--- src/rtl/mux5_scan_serializer.sv ---
// mux5_scan_serializer
// Upstream controller for a 5:1 select mux. A word accepted on the input
// handshake is driven onto the mux data inputs. The select is then stepped
// through the five legal codes, one code per accepted serial beat. The mux
// output is returned as a valid/ready/last serial stream, and every
// transferred bit is checked against the latched word.

module mux5_scan_serializer #(
  parameter bit          MSB_FIRST = 1'b0, // 0: select 0->4, 1: select 4->0
  parameter int unsigned NUM_IN    = 5     // mux inputs; select width fixed at 3
) (
  input  logic       clk,
  input  logic       rst_n,      // synchronous, active-low
  // upstream word handshake
  input  logic       in_valid,
  output logic       in_ready,
  input  logic [4:0] in_data,
  // mux drive and return
  output logic [4:0] mux_i,
  output logic [2:0] mux_s,
  input  logic       mux_y,
  // serial output stream
  output logic       ser_valid,
  output logic       ser_data,
  output logic       ser_last,
  input  logic       ser_ready,
  // status
  output logic       busy,
  output logic       sel_err
);

  // Highest legal select code. Codes above it (5..7) are never produced.
  localparam logic [2:0] HI_IDX    = 3'(NUM_IN - 1);
  localparam logic [2:0] START_IDX = MSB_FIRST ? HI_IDX : 3'd0;
  localparam logic [2:0] END_IDX   = MSB_FIRST ? 3'd0   : HI_IDX;

  localparam logic [0:0] ST_IDLE = 1'b0;
  localparam logic [0:0] ST_SCAN = 1'b1;

  logic [0:0] r_state;
  logic [4:0] r_mux_i;
  logic [2:0] r_mux_s;
  logic       r_sel_err;

  logic       w_idle;
  logic       w_scan;
  logic       w_accept;
  logic       w_beat;
  logic       w_at_end;
  logic       w_exp_bit;
  logic [2:0] w_step_s;

  // Decode handshake and beat conditions from the registered state.
  always_comb begin
    w_idle    = (r_state == ST_IDLE);
    w_scan    = (r_state == ST_SCAN);
    w_at_end  = (r_mux_s == END_IDX);
    w_accept  = w_idle & in_valid;
    w_beat    = w_scan & ser_ready;
    // The select only ever indexes 0..4, so this bit-select stays in range.
    w_exp_bit = r_mux_i[r_mux_s];
    w_step_s  = MSB_FIRST ? (r_mux_s - 3'd1) : (r_mux_s + 3'd1);
  end

  // State and select: load the start code on accept, advance on each
  // non-final beat, return to the start code after the final beat. A stalled
  // beat holds the select, so no bit is dropped or repeated.
  always_ff @(posedge clk) begin
    // NOTE: state registers use non-blocking (<=) so every register samples
    // pre-edge values; blocking here would create order-dependent races.
    if (!rst_n) begin
      r_state <= ST_IDLE;
      r_mux_s <= START_IDX;
    end else begin
      case (r_state)
        ST_IDLE: begin
          if (w_accept) begin
            r_state <= ST_SCAN;
            r_mux_s <= START_IDX;
          end
        end
        ST_SCAN: begin
          if (w_beat) begin
            if (w_at_end) begin
              r_state <= ST_IDLE;
              r_mux_s <= START_IDX;
            end else begin
              r_mux_s <= w_step_s;
            end
          end
        end
        default: begin
          r_state <= ST_IDLE;
          r_mux_s <= START_IDX;
        end
      endcase
    end
  end

  // Word register: captured on accept, held through and after the frame.
  always_ff @(posedge clk) begin
    if (!rst_n) begin
      r_mux_i <= 5'b00000;
    end else if (w_accept) begin
      r_mux_i <= in_data;
    end
  end

  // Sticky mismatch flag: set on any transferred beat whose mux output
  // disagrees with the latched word bit; cleared only by reset.
  always_ff @(posedge clk) begin
    if (!rst_n) begin
      r_sel_err <= 1'b0;
    end else if (w_beat && (mux_y != w_exp_bit)) begin
      r_sel_err <= 1'b1;
    end
  end

  // Output decode: all status outputs derive from registered state.
  always_comb begin
    in_ready  = w_idle;
    busy      = w_scan;
    ser_valid = w_scan;
    ser_data  = mux_y;
    ser_last  = w_scan & w_at_end;
    mux_i     = r_mux_i;
    mux_s     = r_mux_s;
    sel_err   = r_sel_err;
  end

endmodule

--- config.mk ---
export PLATFORM = sky130hd
export DESIGN_NAME = mux5_scan_serializer
export DESIGN_NICKNAME = d
export VERILOG_FILES = /design/src/rtl/mux5_scan_serializer.sv
export SDC_FILE = /design/constraint.sdc
export NUM_CORES = 1
export LEC_CHECK = 0
export CORE_MARGIN = 4
export CORE_UTILIZATION = 39
export CTS_CLUSTER_SIZE = 8
export DETAILED_ROUTE_END_ITERATION = 16
export PLACE_DENSITY = 0.75
export RECOVER_POWER = 25
export SETUP_SLACK_MARGIN = 0.3
export SLEW_MARGIN = 10
export SYNTH_ARGS = -nofsm -noshare
export SYNTH_HDL_FRONTEND = slang
export SYNTH_SLANG_ARGS = --single-unit
export TNS_END_PERCENT = 30
--- constraint.sdc ---
create_clock -name clk -period 1.7 [get_ports clk]
set_clock_uncertainty 0.1 [all_clocks]
set_input_delay 0.34 -clock clk [delete_from_list [all_inputs] [get_ports clk]]
set_output_delay 0.34 -clock clk [all_outputs]
set_load 0.05 [all_outputs]
==> results.cfg <==
[timing]
post-route-min-period_ns = 1.575
worst_pin_slew_ns = 0.5944
max_clock_freq_mhz = 634.7
period_share = 0.9267
final_max_slew_viol_count = 0
rsz0062_at_grt = true
fin_ws_ns = 0.1245
hold_violations = 0
holdWs_ns = 0.3823
setup_viol = 0
slew_headroom = 0.6055
tns_ns = 0

[run_status]
outcome = finished clean

[clock_network]
clkSlewWorstSetupHoldPaths_ns = 0.07
h-tree-depth = 1
cts_num_sinks = 10
cts_buffers = 3
clock_latency_ns = 0.27
postCtsHoldBufs = 0
cts-root-buf = clkbuf_4
cts_tree = yes
cts.path.max_buffers = 2

[placement]
dp_slack_ns = 0.06002
placed_area_um2 = 872.1
portBuffers = 23
dp.cells = 93
place.gp.congestion = 0.6920
dp_hpwl_um = 950.9

[grt]
grt_pass1_vias = 500
grt_pass1_wl_um = 2049
antenna_found_initial = 0
grt_overflow = 0
track_usage = 0.1394
grt_max_degree = 12

[layout]
area_growth_pct = 76.04
fin_area_um2 = 955.9
fin_util = 0.7346
nFillCells = 98
regArea_um2 = 215.2
multiInputGateArea_um2 = 299.0
drive_gt1_frac = 0.3708
fin_nets = 102
n_antenna_cell = 0
final_cells = 104

[synth]
synth.distinct_cells = 23
synth.area.top_cells = dfxtp_1, mux2i_1, nor2b_1, ha_1, buf_4
synthCells = 58
synth_top_cell_area_share = 0.3687
syn_area_per_cell_um2 = 9.362
synth_edf_count = 0
synth-seq-cells = 10
synth-seq-area-share = 0.3687
synth-main-ff-cell = dfxtp_1
yosys-top-cells-count = dfxtp_1, nor2b_1, mux2i_1
synthesis.area_um2 = 543.0
yosysTopAreaCell = dfxtp_1
syn_nets = 70
yosysMostFrequentCell = dfxtp_1
synth-warning-count = 0
synthArstFlopShare = 0

[floorplan]
die_y_um = 45.32
num_rows = 13
core_um2 = 1301
fp.dieW_um = 45.32
initial_core_util = 0.4173
ios = 24
die_area_um2 = 2053

[critical_path]
crit_buf_inv = 2
worst_path_largest_cell_delay_ns = 0.37
critPathKind = register to output port
worst_setup_path_start_kind = register
cp_max_fo = 2
critPathTopFamily = flip-flops
crit_chain = inv_4, ha_4, and3_4, buf_12
arrival_ns = 1.14
cp.required_ns = 1.26
cp_slowest_cell = dfxtp_4
endpoint_kind = output port

[pwr]
ir_worst_vdd_uv = 466.4
p_per_area_nw_per_um2 = 701.2
p_leak_nw = 0.4137
p_total_uw = 670.3

[routing]
drtIter0Drc = 3
detail-route-antenna-nets = 0
wl_per_cell_um = 13.58
drt-total-wl_um = 1412
vias = 529
drc = 0
drt_pass1_iterations = 4
viasPerCell = 5.087

[hold_path]
hp-class = input port to register

[run]
cap_violations = 0
==> kinds of logic after synthesis <==
group,count (synthesis),synth area share
buf+inv,9,0.1106
fa+ha+maj,2,0.04608
simple gates,19,0.2051
mux,7,0.1290
compound gates,11,0.1406
flops,10,0.3687
==> layout make-up <==
type                    count  area share
repair buffers             33      0.3874
multi-input cells          39      0.3128
flip-flops and latches     10      0.2251
clock buffers               4     0.03796
well taps                  15     0.01963
inverters                   3     0.01702
==> sequential cells by signal, indices dropped and copies added (netlist names) <==
| signal | cells |
|---|---|
| mux_i | 5 |
| mux_s | 3 |
| busy | 1 |
| sel_err | 1 |
==> metal layers <==
metal / global-route usage / part of all wire
met3: 0.04781 / 0.067
met5: 0 / 0
met4: 0.07018 / 0.0078
met2: 0.2429 / 0.50
met1: 0.1466 / 0.42
==> worst reg2reg max path: cells and delay by family, from the launching register on <==
family                 cells  cell delay, ns
multiplexers               1            0.19
buffers and inverters      1            0.16
flip-flops                 1            0.37
AO/OA/AOI/OAI              1            0.34
AND/OR/NAND/NOR            2            0.15
==> cells in the final DEF (no fill, tap or decap), drive strengths merged, types with 2 or more instances in the layout <==
| cell | count |
|---|---|
| a21oi | 3 |
| clkdlybuf4s50 | 7 |
| inv | 3 |
| nand3 | 2 |
| nor2b | 8 |
| nor3 | 2 |
| dfxtp | 10 |
| o21ai | 2 |
| clkbuf | 6 |
| mux2i | 7 |
| nand2 | 3 |
| ha | 2 |
| dlymetal6s2s | 2 |
| buf | 21 |
==> timing repair <==
item                                    4_1_cts  5_1_grt
resized for setup                             5        3
endpoints found under the setup margin        3       11
buffers inserted                              4        3
pin swaps                                     1        1
==> path summary, 6_finish.rpt <==
path	end	cells after the start	from	slack (ns)
worst max register to register	sel_err	5	mux_s[0]	0.35
worst max-delay path	ser_last	4	mux_s[0]	0.12
worst min-delay path	sel_err	4	mux_y	0.38
worst min register to register	sel_err	2	sel_err	0.42
==> power by group <==
group	switching [mW]	internal (mW)	total, mW
clock	0.0897	0.130	0.220
sequential	0.0117	0.242	0.254
combinational	0.105	0.0913	0.196
total	0.207	0.464	0.670
Power figures use the tool's default switching activity.
